--- src/rtl/calc_port_responder.sv ---
// calc_port_responder: responder for one calculator request port.
// Captures two-beat requests (cmd/op1/tag, then op2), queues them in a small
// FIFO, executes them one at a time with a fixed per-command latency and
// presents a one-cycle registered response (resp/data/tag).
module calc_port_responder #(
  parameter int CMD_WIDTH  = 4,
  parameter int DATA_WIDTH = 32,
  parameter int FIFO_DEPTH = 4,
  parameter int ADD_LAT    = 3,
  parameter int SHIFT_LAT  = 5
) (
  input  logic                  PClk,
  input  logic                  reset,
  input  logic [CMD_WIDTH-1:0]  req_cmd_in,
  input  logic [DATA_WIDTH-1:0] req_data_in,
  input  logic [1:0]            req_tag_in,
  output logic [1:0]            out_resp,
  output logic [DATA_WIDTH-1:0] out_data,
  output logic [1:0]            out_tag,
  output logic                  err_drop
);

  localparam int PTR_W   = (FIFO_DEPTH > 1) ? $clog2(FIFO_DEPTH) : 1;
  localparam int MAX_LAT = (ADD_LAT > SHIFT_LAT) ? ADD_LAT : SHIFT_LAT;
  localparam int CNT_W   = (MAX_LAT > 1) ? $clog2(MAX_LAT + 1) : 1;

  localparam logic [CMD_WIDTH-1:0] CMD_ADD = CMD_WIDTH'(1);
  localparam logic [CMD_WIDTH-1:0] CMD_SUB = CMD_WIDTH'(2);
  localparam logic [CMD_WIDTH-1:0] CMD_SHL = CMD_WIDTH'(5);
  localparam logic [CMD_WIDTH-1:0] CMD_SHR = CMD_WIDTH'(6);

  localparam logic [1:0] RESP_OK  = 2'd1;
  localparam logic [1:0] RESP_ERR = 2'd2;

  typedef enum logic {
    CAP_IDLE,
    CAP_OP2
  } cap_state_t;

  // Result of one request: {resp, data}. Errors always carry zero data.
  function automatic logic [DATA_WIDTH+1:0] calc_result(
    input logic [CMD_WIDTH-1:0]  cmd,
    input logic [DATA_WIDTH-1:0] op1,
    input logic [DATA_WIDTH-1:0] op2
  );
    logic [DATA_WIDTH:0] sum;
    logic [4:0]          sh;
    sum = {1'b0, op1} + {1'b0, op2};
    sh  = op2[4:0];
    case (cmd)
      CMD_ADD: begin
        if (sum[DATA_WIDTH]) calc_result = {RESP_ERR, {DATA_WIDTH{1'b0}}};
        else                 calc_result = {RESP_OK, sum[DATA_WIDTH-1:0]};
      end
      CMD_SUB: begin
        if (op2 > op1) calc_result = {RESP_ERR, {DATA_WIDTH{1'b0}}};
        else           calc_result = {RESP_OK, op1 - op2};
      end
      CMD_SHL: calc_result = {RESP_OK, op1 << sh};
      CMD_SHR: calc_result = {RESP_OK, op1 >> sh};
      default: calc_result = {RESP_ERR, {DATA_WIDTH{1'b0}}};
    endcase
  endfunction

  // Execute-counter start value: latency minus one for the given command.
  function automatic logic [CNT_W-1:0] lat_start(input logic [CMD_WIDTH-1:0] cmd);
    if (cmd == CMD_SHL || cmd == CMD_SHR) lat_start = CNT_W'(SHIFT_LAT - 1);
    else                                  lat_start = CNT_W'(ADD_LAT - 1);
  endfunction

  cap_state_t cap_state, cap_next;
  logic       cap_load;
  logic       push_req;

  logic [CMD_WIDTH-1:0]  cap_cmd_p0;
  logic [DATA_WIDTH-1:0] cap_op1_p0;
  logic [1:0]            cap_tag_p0;

  logic [CMD_WIDTH-1:0]  fifo_cmd [FIFO_DEPTH];
  logic [DATA_WIDTH-1:0] fifo_op1 [FIFO_DEPTH];
  logic [DATA_WIDTH-1:0] fifo_op2 [FIFO_DEPTH];
  logic [1:0]            fifo_tag [FIFO_DEPTH];
  logic [PTR_W-1:0]      wr_ptr, rd_ptr;
  logic [PTR_W:0]        fifo_cnt;
  logic                  fifo_empty, fifo_full;
  logic                  fifo_push, fifo_pop, bypass, drop;

  logic                  vld_p1;
  logic [CNT_W-1:0]      lat_cnt_p1;
  logic                  eng_take, eng_load, eng_done;
  logic [CMD_WIDTH-1:0]  ld_cmd;
  logic [DATA_WIDTH-1:0] ld_op1, ld_op2;
  logic [1:0]            ld_tag;

  logic [CMD_WIDTH-1:0]  ex_cmd_p1;
  logic [DATA_WIDTH-1:0] ex_op1_p1, ex_op2_p1;
  logic [1:0]            ex_tag_p1;

  // Capture FSM state register.
  always_ff @(posedge PClk or negedge reset) begin
    if (!reset) cap_state <= CAP_IDLE;
    else        cap_state <= cap_next;
  end

  // Capture FSM next state: command beat in IDLE, operand-2 beat always pushes.
  always_comb begin
    cap_next = cap_state;
    cap_load = 1'b0;
    push_req = 1'b0;
    case (cap_state)
      CAP_IDLE: begin
        if (req_cmd_in != '0) begin
          cap_load = 1'b1;
          cap_next = CAP_OP2;
        end
      end
      CAP_OP2: begin
        push_req = 1'b1;
        cap_next = CAP_IDLE;
      end
      default: cap_next = CAP_IDLE;
    endcase
  end

  // ---- stage p0: command-beat capture ----
  // Command beat fields held until the operand-2 beat completes the request.
  always_ff @(posedge PClk) begin
    if (cap_load) begin
      cap_cmd_p0 <= req_cmd_in;
      cap_op1_p0 <= req_data_in;
      cap_tag_p0 <= req_tag_in;
    end
  end

  // Queue/engine handshake. When the queue is empty and the engine is ready,
  // the new request bypasses the queue so an idle port responds LAT edges
  // after the operand-2 edge. Popping frees a slot before a push when full.
  always_comb begin
    fifo_empty = (fifo_cnt == '0);
    fifo_full  = (fifo_cnt == (PTR_W+1)'(FIFO_DEPTH));
    eng_done   = vld_p1 && (lat_cnt_p1 == '0);
    eng_take   = !vld_p1 || eng_done;
    fifo_pop   = eng_take && !fifo_empty;
    bypass     = eng_take && fifo_empty && push_req;
    fifo_push  = push_req && !bypass && (!fifo_full || fifo_pop);
    drop       = push_req && !bypass && fifo_full && !fifo_pop;
    eng_load   = fifo_pop || bypass;
    if (fifo_empty) begin
      ld_cmd = cap_cmd_p0;
      ld_op1 = cap_op1_p0;
      ld_op2 = req_data_in;
      ld_tag = cap_tag_p0;
    end else begin
      ld_cmd = fifo_cmd[rd_ptr];
      ld_op1 = fifo_op1[rd_ptr];
      ld_op2 = fifo_op2[rd_ptr];
      ld_tag = fifo_tag[rd_ptr];
    end
  end

  // Queue pointers and occupancy.
  always_ff @(posedge PClk or negedge reset) begin
    if (!reset) begin
      wr_ptr   <= '0;
      rd_ptr   <= '0;
      fifo_cnt <= '0;
    end else begin
      if (fifo_push) wr_ptr <= wr_ptr + 1'b1;
      if (fifo_pop)  rd_ptr <= rd_ptr + 1'b1;
      case ({fifo_push, fifo_pop})
        2'b10:   fifo_cnt <= fifo_cnt + 1'b1;
        2'b01:   fifo_cnt <= fifo_cnt - 1'b1;
        default: fifo_cnt <= fifo_cnt;
      endcase
    end
  end

  // Queue storage, written with the completed request.
  always_ff @(posedge PClk) begin
    if (fifo_push) begin
      fifo_cmd[wr_ptr] <= cap_cmd_p0;
      fifo_op1[wr_ptr] <= cap_op1_p0;
      fifo_op2[wr_ptr] <= req_data_in;
      fifo_tag[wr_ptr] <= cap_tag_p0;
    end
  end

  // ---- stage p1: execute engine ----
  // Engine occupancy and latency countdown; reloads on the finishing edge.
  always_ff @(posedge PClk or negedge reset) begin
    if (!reset) begin
      vld_p1     <= 1'b0;
      lat_cnt_p1 <= '0;
    end else if (eng_load) begin
      vld_p1     <= 1'b1;
      lat_cnt_p1 <= lat_start(ld_cmd);
    end else if (eng_done) begin
      vld_p1     <= 1'b0;
    end else if (vld_p1) begin
      lat_cnt_p1 <= lat_cnt_p1 - 1'b1;
    end
  end

  // Operands of the request currently executing.
  always_ff @(posedge PClk) begin
    if (eng_load) begin
      ex_cmd_p1 <= ld_cmd;
      ex_op1_p1 <= ld_op1;
      ex_op2_p1 <= ld_op2;
      ex_tag_p1 <= ld_tag;
    end
  end

  // ---- stage p2: registered response ----
  // Response presented for exactly one cycle; zero otherwise.
  always_ff @(posedge PClk or negedge reset) begin
    if (!reset) begin
      out_resp <= '0;
      out_data <= '0;
      out_tag  <= '0;
      err_drop <= 1'b0;
    end else begin
      out_resp <= '0;
      out_data <= '0;
      out_tag  <= '0;
      err_drop <= drop;
      if (eng_done) begin
        {out_resp, out_data} <= calc_result(ex_cmd_p1, ex_op1_p1, ex_op2_p1);
        out_tag              <= ex_tag_p1;
      end
    end
  end

endmodule

--- config.mk ---
export PLATFORM = sky130hd
export DESIGN_NAME = calc_port_responder
export DESIGN_NICKNAME = d
export VERILOG_FILES = /design/src/rtl/calc_port_responder.sv
export SDC_FILE = /design/constraint.sdc
export NUM_CORES = 1
export LEC_CHECK = 0
export ABC_AREA = 1
export CAP_MARGIN = 20
export CORE_UTILIZATION = 50
export CTS_CLUSTER_DIAMETER = 100
export DETAILED_ROUTE_END_ITERATION = 10
export PLACE_DENSITY = 0.75
export REMOVE_ABC_BUFFERS = 1
export SLEW_MARGIN = 20
export SYNTH_ARGS = -nofsm -noshare
export SYNTH_HDL_FRONTEND = slang
export SYNTH_SLANG_ARGS = --single-unit
--- constraint.sdc ---
create_clock -name PClk -period 6.2 [get_ports PClk]
set_input_delay 1.24 -clock PClk [delete_from_list [all_inputs] [get_ports PClk]]
set_output_delay 1.24 -clock PClk [all_outputs]
set_load 0.005 [all_outputs]
==> results of run 1 <==
==> power by group through the flow <==
stage	sequential (mW)	clock, mW	combinational, mW
floorplan	4.76	0	5.07
global placement	4.66	0	7.63
detailed placement	4.68	0	7.71
CTS	4.63	2.85	7.76
global route	4.69	2.96	8.68
finish	4.64	2.81	7.89
==> synthesized netlist by cell type (all sizes together) (6+ instances only) <==
master / number / area, µm²
nand4: 31 / 193.9
a31oi: 67 / 419.2
edfxtp: 388 / 11650
nand2: 755 / 2846
nor3: 12 / 60.06
nor2: 603 / 2307
o21ai: 179 / 895.9
dfrtp: 49 / 1226
nand3: 307 / 1536
xor2: 24 / 210.2
and2: 15 / 93.84
clkbuf: 68 / 256.5
a21boi: 6 / 45.05
o211ai: 18 / 135.1
inv: 332 / 1251
o21bai: 10 / 75.07
a21oi: 84 / 439.2
ha: 72 / 900.9
buf: 88 / 451.7
==> registers in the layout, summed over array words and instances (netlist names) <==
signal,flops
cap_cmd_p0,4
cap_op1_p0,32
cap_state,1
cap_tag_p0,2
err_drop,1
ex_cmd_p1,4
ex_op1_p1,32
ex_op2_p1,32
ex_tag_p1,2
fifo_cmd,16
fifo_cnt,3
fifo_op1,128
fifo_op2,128
fifo_tag,8
lat_cnt_p1,3
out_data,32
out_resp,2
out_tag,2
rd_ptr,2
vld_p1,1
wr_ptr,2
==> final timing paths <==
kind | cells after the start | endpoint | slack [ns] | from
setup / recovery | 18 | out_data[21] | 2.54 | ex_op2_p1[2]
hold / removal | 2 | out_tag[0] | 0.49 | ex_tag_p1[0]
setup reg to reg | 18 | out_data[21] | 2.54 | ex_op2_p1[2]
hold reg to reg | 2 | out_tag[0] | 0.49 | ex_tag_p1[0]
max in group asynchronous | 2 | rd_ptr[0] | 4.78 | reset
min in group asynchronous | 2 | out_data[27] | 0.82 | reset
==> kinds of logic (layout without fill, tap and decap cells) <==
group	count (synthesis)	in the layout	synth area share [%]
AO/OA/AOI/OAI	372	372	8.198
XOR/XNOR	27	27	0.9379
adder cells (fa/ha/maj)	75	75	3.811
buffers and inverters	492	528	7.831
flip-flops	437	437	51.07
AND/OR/NAND/NOR	1732	1732	28.15
==> per-layer routing <==
metal / GRT usage (%) / routed length (µm)
met4: 8.304 / 1668
met1: 43.26 / 34480
met5: 0 / 0
met2: 49.77 / 36510
met3: 4.263 / 5951
==> final cells by class <==
type | instances | share of cell area, %
timing repair buffer | 107 | 3.541
tap | 664 | 2.976
multi-input combinational | 2206 | 37.31
inverter | 336 | 4.545
clock inverter | 28 | 1.094
sequential | 437 | 46.15
clock buffer | 57 | 4.384
==> stage by stage <==
| stage | instance area (µm²) | power [mW] | util, % | setup slack (ns) |
|---|---|---|---|---|
| floorplan | 24500 | 9.829 | - | -0.6984 |
| global placement | 26380 | 12.28 | 53.46 | 2.709 |
| detailed placement | 26380 | 12.40 | 53.46 | 2.620 |
| CTS | 27910 | 15.23 | 56.55 | 2.606 |
| global route | 27910 | 16.33 | 56.55 | 2.267 |
| finish | 27910 | 15.33 | 56.55 | 2.538 |
==> worst min-delay path: cells and delay by family (launching register included) <==
kind                   cells  cell delay, ns
DFF                        1            0.36
buffers and inverters      1            0.06
and+or+nand+nor            1            0.04
==> qor.yml, run 1 <==
run_status:
  status: "finished clean"
worst_setup_path:
  worstPathCellList: "buf_4 > inv_1 > buf_4 > ha_1 > nand2_1 > nand2_1 > nand3_1 > nand2_1 > nand2_1 > nand2_1 > nand2_1 > nand2_1 > nand2_1 > nor2_1 > nand2_1 > nand3_1 > nand2_1 > inv_1"
  critPathTopFamily: "simple AND/OR/NAND/NOR gates"
  cp_data_required_time_ns: 6.73
  slowest_stage: "ha_1"
  crit_arrival_ns: 4.19
  timing.critical_path.mode_cell: "nand2_1"
  cp_num_buf_inv: 4
  crit_fanout: 65
  worst_setup_path_end_kind: "register"
  path_class: "register to register"
  max_stage_delay_ns: 0.58
  crit_path_start_kind: "register"
floorplan:
  rows: 81
  core_area_um2: 49360
  die-height_um: 226.6
  die_x_um: 226.6
  dieArea_um2: 51330
  ioPinCount: 77
  floorplan.initialDensity_pct: 51.08
power:
  power_density_nw_per_um2: 549.4
  power.share.combinational_pct: 51.4
  clkPwrFrac_pct: 18.3
  power_frac_seq_pct: 30.2
  switching_share_pct: 47.69
  vdd_drop_max_mv: 0.4006
  p_leak_nw: 12.14
  p_sw_mw: 7.313
  intPower_mw: 8.021
global_routing:
  grt_pass1_vias: 20520
  grt.total_usage_pct: 30.75
  grt_max_degree: 89
  grt_pass1_wl_mm: 118.7
  antenna_found_initial: 0
  overflow: 0
timing:
  clock_skew_ns: 0.03198
  holdWs_ns: 0.4895
  rsz0062_at_grt: "no"
  hold_viol: 0
  min_period_ns: 3.662
  fmax_mhz: 273.1
  drv_slew: 0
  setup_violations: 0
  setup_tns_ns: 0
  timing.slew.headroom_pct: 32.55
  tightest_slew_ns: 1.012
  finalCritPeriodShare_pct: 59.06
layout:
  final_common_cell: "nand2_1"
  nets: 3249
  nFillCells: 4513
  synthToLayoutAreaGrowth_pct: 10.71
  final_cell_mix: "749 x nand2_1, 585 x nor2_1, 388 x edfxtp_1, 320 x inv_1, 307 x nand3_1"
  multi_input_area_um2: 10410
  final_cells: 3835
  seqCellArea_um2: 12880
  diodes: 0
  layout-drive-gt1-share_pct: 4.573
synth:
  synthCells: 3135
  ys_warn_count: 0
  ys_types: 43
  synth_edf_count: 388
  async_flop_share_pct: 11.21
  netlist_area_um2: 25210
  synthFlopType: "edfxtp_1"
  avgSynthCellArea_um2: 8.042
  synth_seq_area_share_pct: 51.07
  synth-seq-cells: 437
detailed_routing:
  first_pass_iters: 6
  ant_nets: 0
  routedWlPerCell_um: 20.50
  drtIter0Drc: 2213
  routed_wl_mm: 78.61
  num_vias: 21590
  drc: 0
  via_per_inst: 5.629
cts:
  cts_resized: 0
  clock-sinks: 437
  insertion_delay_ns: 0.60
  cts_setup_buffers: 0
  path_clk_slew_ns: 0.06
  root_buffer: "clkbuf_16"
  htreeDepth: 2
  cts_buffer_depth: 3
  cts_hold_buf: 0
  cts_tree: "done"
  cts_buffers: 46
worst_hold_path:
  hp-class: "register to register"
place:
  portBuffers: 76
  dpl.hpwl_mm: 55.84
  gp_congestion: 0.9725
  dp.cells: 3750
job:
  max-cap-violations: 0
(Power assumes the default switching activity.)
==> run 2, diff against run 1 <==
==> constraint.sdc (replaced) <==
create_clock -name PClk -period 3.4 [get_ports PClk]
set_input_delay 0.68 -clock PClk [delete_from_list [all_inputs] [get_ports PClk]]
set_output_delay 0.68 -clock PClk [all_outputs]
set_load 0.005 [all_outputs]
==> qor.yml, run 2 (synthesis results as in run 1) <==
worst_setup_path:
  timing.critical_path.mode_cell: "nand2_1"
  cp_data_required_time_ns: 3.91
  crit_fanout: 30
  max_stage_delay_ns: 0.46
  setup.worst_path.start: "ex_op2_p1[0]"
  worstRegToRegCells: 13
  rr_startpoint: "ex_op2_p1[0]"
  crit_path_end: "out_data[6]"
  slowest_stage: "inv_2"
  critPathTopFamily: "buffers and inverters"
  r2r_slack_ns: 0.39
  cp_num_buf_inv: 3
  crit_path_start_kind: "register"
  worst_setup_path_end_kind: "register"
  path_class: "register to register"
  worstPathCellList: "buf_4 > inv_2 > buf_4 > nand2_1 > a31oi_1 > nand2_1 > nand2_1 > nand3_1 > nand2_1 > nor2_1 > nand2_1 > nor2_1 > nor2_1"
  timing.rr.end: "out_data[6]"
  cp.depth: 13
  crit_arrival_ns: 3.52
detailed_routing:
  via_per_inst: 5.699
  ant_nets: 0
  drc: 0
  first_pass_iters: 5
  drtIter0Drc: 2358
  routedWlPerCell_um: 20.66
  num_vias: 22070
  routed_wl_mm: 79.98
cts:
  htreeDepth: 2
  cts_buffers: 46
  cts_setup_buffers: 0
  insertion_delay_ns: 0.60
  cts_resized: 0
  path_clk_slew_ns: 0.06
  cts_buffer_depth: 3
  cts_tree: "done"
  root_buffer: "clkbuf_16"
  cts_hold_buf: 0
  clock-sinks: 437
layout:
  nets: 3287
  multi_input_area_um2: 10410
  synthToLayoutAreaGrowth_pct: 12.17
  seqCellArea_um2: 12880
  nFillCells: 4434
  largest_registers: "fifo_op1 (128), fifo_op2 (128)"
  fin_area_um2: 28280
  final_cell_mix: "749 x nand2_1, 585 x nor2_1, 388 x edfxtp_1, 320 x inv_1, 307 x nand3_1"
  layout-drive-gt1-share_pct: 5.426
  final_util_pct: 57.30
  final_cells: 3872
  final_common_cell: "nand2_1"
floorplan:
  rows: 81
  floorplan.initialDensity_pct: 51.08
  core_area_um2: 49360
  die-height_um: 226.6
  die_x_um: 226.6
  dieArea_um2: 51330
  ioPinCount: 77
global_routing:
  overflow: 0
  grt_max_degree: 143
  grt.total_usage_pct: 31.43
  grt_pass1_wl_mm: 120.0
  grt_pass1_vias: 20780
  antenna_found_initial: 4
job:
  max-cap-violations: 0
timing:
  timing.slew.headroom_pct: 33.68
  drv_slew: 0
  hold_viol: 0
  min_period_ns: 3.012
  fmax_mhz: 332.0
  worst_slack_ns: 0.3876
  rsz0062_at_grt: "no"
  setup_tns_ns: 0
  clock_skew_ns: 0.01873
  tightest_slew_ns: 0.9938
  setup_violations: 0
  holdWs_ns: 0.2309
  finalCritPeriodShare_pct: 88.60
power:
  power_density_nw_per_um2: 1002
  p_leak_nw: 12.35
  vdd_drop_max_mv: 0.5965
  power_mw: 28.33
run_status:
  status: "finished clean"
place:
  post-place-ws_ns: 0.4710
  placed_cell_area_um2: 26790
  dp.cells: 3788
  dpl.hpwl_mm: 58.14
  portBuffers: 76
  gp_congestion: 1.036
worst_hold_path:
  hp-class: "input pin to asynchronous set/reset pin"
==> run 2: cell count changes in the layout (fill, tap and decap cells not counted), moves of 2 or more <==
| cell | before | now |
|---|---|---|
| buf_12 | 0 | 10 |
| clkinvlp_4 | 4 | 1 |
| clkinv_1 | 11 | 14 |
| clkinv_2 | 7 | 4 |
| clkbuf_1 | 9 | 12 |
| clkinv_8 | 2 | 0 |
| buf_4 | 31 | 59 |
==> run 2: cell type report <==
| type | instances | area share (%) |
|---|---|---|
| Antenna cell | 1 | 0.008848 |
| Clock buffer | 61 | 4.415 |
| Clock inverter | 22 | 0.8583 |
| Inverter | 336 | 4.482 |
| Multi-Input combinational cell | 2206 | 36.80 |
| Sequential cell | 437 | 45.55 |
| Tap cell | 664 | 2.938 |
| Timing Repair Buffer | 145 | 4.946 |
==> run 2: report_power, final <==
group          internal [mW]  switching (mW)  total, mW
combinational           4.35            10.6       14.9
clock                   2.89            2.08       4.98
sequential              7.63           0.786       8.42
==> run 2: metal layers <==
metal  routed length, µm  part of all wire (%)  GRT usage, %  up-vias
li1                    -                     -             -    10360
met1               33010                    41         42.07    10470
met2               36500                    46         49.86     1057
met3                7517                   9.4         6.777      172
met4                2933                   3.7         12.16        4
met5                  24                 0.030             0        -
==> run 2: worst min path at each step <==
stage	from	end	slack [ns]	depth (start not counted)
CTS	reset	out_data[13]	0.25	1
global placement	ex_tag_p1[1]	out_tag[1]	0.46	2
detailed placement	ex_tag_p1[1]	out_tag[1]	0.46	2
floorplan	reset	cap_state	0.38	0
global route	reset	out_resp[0]	0.30	1
finish	reset	out_data[13]	0.23	1
==> run 2: worst reg2reg max path: cells and delay by family (launching register included) <==
kind	cells	cell delay (ns)
AO/OA/AOI/OAI	1	0.39
buffers and inverters	3	1.09
AND/OR/NAND/NOR	9	0.98
flip-flops	1	0.44
==> run 3, diff against run 2 <==
--- a/config.mk
+++ b/config.mk
@@ -8,6 +8,7 @@
 export ABC_AREA = 1
 export CAP_MARGIN = 20
 export CORE_UTILIZATION = 50
+export CTS_BUF_LIST = sky130_fd_sc_hd__clkbuf_8
 export CTS_CLUSTER_DIAMETER = 100
 export DETAILED_ROUTE_END_ITERATION = 10
 export PLACE_DENSITY = 0.75
==> constraint.sdc (replaced) <==
create_clock -name PClk -period 3.14 [get_ports PClk]
set_input_delay 0.628 -clock PClk [delete_from_list [all_inputs] [get_ports PClk]]
set_output_delay 0.628 -clock PClk [all_outputs]
set_load 0.005 [all_outputs]
==> qor.yml, run 3 (synthesis results as in run 1) <==
run_status:
  status: "finished clean"
detailed_routing:
  ant_nets: 0
  drc: 0
  via_per_inst: 5.668
  routedWlPerCell_um: 20.28
  routed_wl_mm: 79.37
  drtIter0Drc: 2476
  num_vias: 22180
  first_pass_iters: 7
worst_setup_path:
  worstPathCellList: "inv_1 > ha_1 > fa_1 > inv_1 > nand2_1 > nand2_1 > nand3_1 > nand2_1 > nand2_1 > nand2_1 > nand2_1 > a21oi_2 > buf_4 > nand3_1 > nand3_1 > nand2_1 > inv_1"
  rr_startpoint: "ex_op1_p1[0]"
  timing.critical_path.mode_cell: "nand2_1"
  worst_setup_path_end_kind: "register"
  crit_fanout: 12
  crit_path_start_kind: "register"
  path_class: "register to register"
  slowest_stage: "fa_1"
  crit_arrival_ns: 3.48
  worstRegToRegCells: 17
  timing.rr.end: "out_data[7]"
  r2r_slack_ns: 0.25
  cp_data_required_time_ns: 3.73
  max_stage_delay_ns: 0.42
floorplan:
  die-height_um: 226.6
  core_area_um2: 49360
  ioPinCount: 77
  rows: 81
  floorplan.initialDensity_pct: 51.08
  die_x_um: 226.6
  dieArea_um2: 51330
layout:
  final_common_cell: "nand2_1"
  final_util_pct: 57.07
  synthToLayoutAreaGrowth_pct: 11.72
  largest_registers: "fifo_op1 (128), fifo_op2 (128)"
  final_cells: 3914
  fin_area_um2: 28170
  nets: 3313
  final_cell_mix: "748 x nand2_1, 585 x nor2_1, 388 x edfxtp_1, 343 x inv_1, 307 x nand3_1"
  layout-drive-gt1-share_pct: 6.279
  nFillCells: 4518
cts:
  cts_setup_buffers: 0
  cts_buffer_depth: 3
  htreeDepth: 3
  clock-sinks: 437
  path_clk_slew_ns: 0.07
  cts_buffers: 75
  root_buffer: "clkbuf_8"
  cts_tree: "done"
  insertion_delay_ns: 0.67
global_routing:
  grt.total_usage_pct: 31.32
  grt_pass1_wl_mm: 120.1
  grt_max_degree: 143
  use_met3_pct: 6.090
  grtUsageMet1_pct: 43.04
  met2_usage_pct: 49.08
  grt-busiest-layer: "met2"
  antenna_found_initial: 1
  grt_pass1_vias: 20930
  overflow: 0
timing:
  clock_skew_ns: 0.03789
  hold_viol: 0
  worst_slack_ns: 0.2499
  timing.slew.headroom_pct: 48.33
  finalCritPeriodShare_pct: 92.04
  min_period_ns: 2.890
  fmax_mhz: 346.0
  setup_violations: 0
  tightest_slew_ns: 0.7751
  drv_slew: 0
power:
  vdd_drop_max_mv: 0.5405
  power_density_nw_per_um2: 1063
  p_leak_nw: 12.40
place:
  dp.cells: 3784
  dpl.hpwl_mm: 56.34
  gp_congestion: 1.035
  placed_cell_area_um2: 26820
  post-place-ws_ns: 0.1693
  portBuffers: 76
job:
  max-cap-violations: 0
worst_hold_path:
  hp-class: "input pin to asynchronous set/reset pin"
==> run 3: changes by cell type in the layout (fill, tap and decap cells not counted), sizes merged <==
cell / delta
bufinv: -4
clkbuf: +20
dlygate4sd3: +1
clkinv: +4
inv: +22
buf: -4
clkinvlp: +3
==> run 3: worst max path at each step <==
stage / cells after the start / end / from
5_1_grt: 17 / out_data[7] / ex_op1_p1[0]
3_3_place_gp: 17 / out_data[21] / ex_op2_p1[0]
2_1_floorplan: 8 / fifo_cmd[0][0] / fifo_cnt[0]
6_report: 17 / out_data[7] / ex_op1_p1[0]
3_5_place_dp: 18 / out_data[21] / ex_op1_p1[0]
4_1_cts: 18 / out_data[21] / ex_op1_p1[0]
==> run 3: routing by layer <==
layer	wire, µm	vias to the layer above
met5	0	-
met2	36380	1118
met4	2480	0
li1	-	10420
met1	32870	10490
met3	7637	157
==> run 3: timing repair <==
action | in CTS | in global routing
gates resized for setup | 0 | 2
hold endpoints to repair | 7 | 0
setup endpoints to repair | 0 | 13
hold buffers | 1 | 0
==> run 3: where the power goes <==
part           internal [mW]  total, mW  switching (mW)
combinational           4.75       16.1            11.4
sequential              8.26       9.12           0.858
clock                   2.37       4.70            2.34
total                   15.4       29.9            14.5
==> run 3: metrics by stage <==
step	power, mW	setup TNS (ns)	hold slack, ns
2_1_floorplan	19.41	-1409.96	0.3324
3_3_place_gp	24.73	0	0.4747
3_5_place_dp	24.93	0	0.4723
4_1_cts	29.70	0	0.3401
5_1_grt	31.97	-0.002492	0.4036
6_report	29.93	0	0.3752
==> run 3: worst max-delay path: cells and delay by family (launching register included) <==
kind | cells | cell delay [ns]
fa+ha+maj | 2 | 0.65
flops | 1 | 0.38
compound gates | 1 | 0.17
buf+inv | 4 | 0.56
simple gates | 10 | 1.06
==> run 3: final cells by class <==
cell class	instances	area (µm²)	area share, %
Sequential cell	437	12880	45.73
Tap cell	664	830.8	2.949
Multi-Input combinational cell	2206	10420	36.98
Clock inverter	47	212.7	0.7551
Timing Repair Buffer	142	1441	5.117
Antenna cell	1	2.502	0.008884
Inverter	336	1267	4.500
Clock buffer	81	1115	3.958
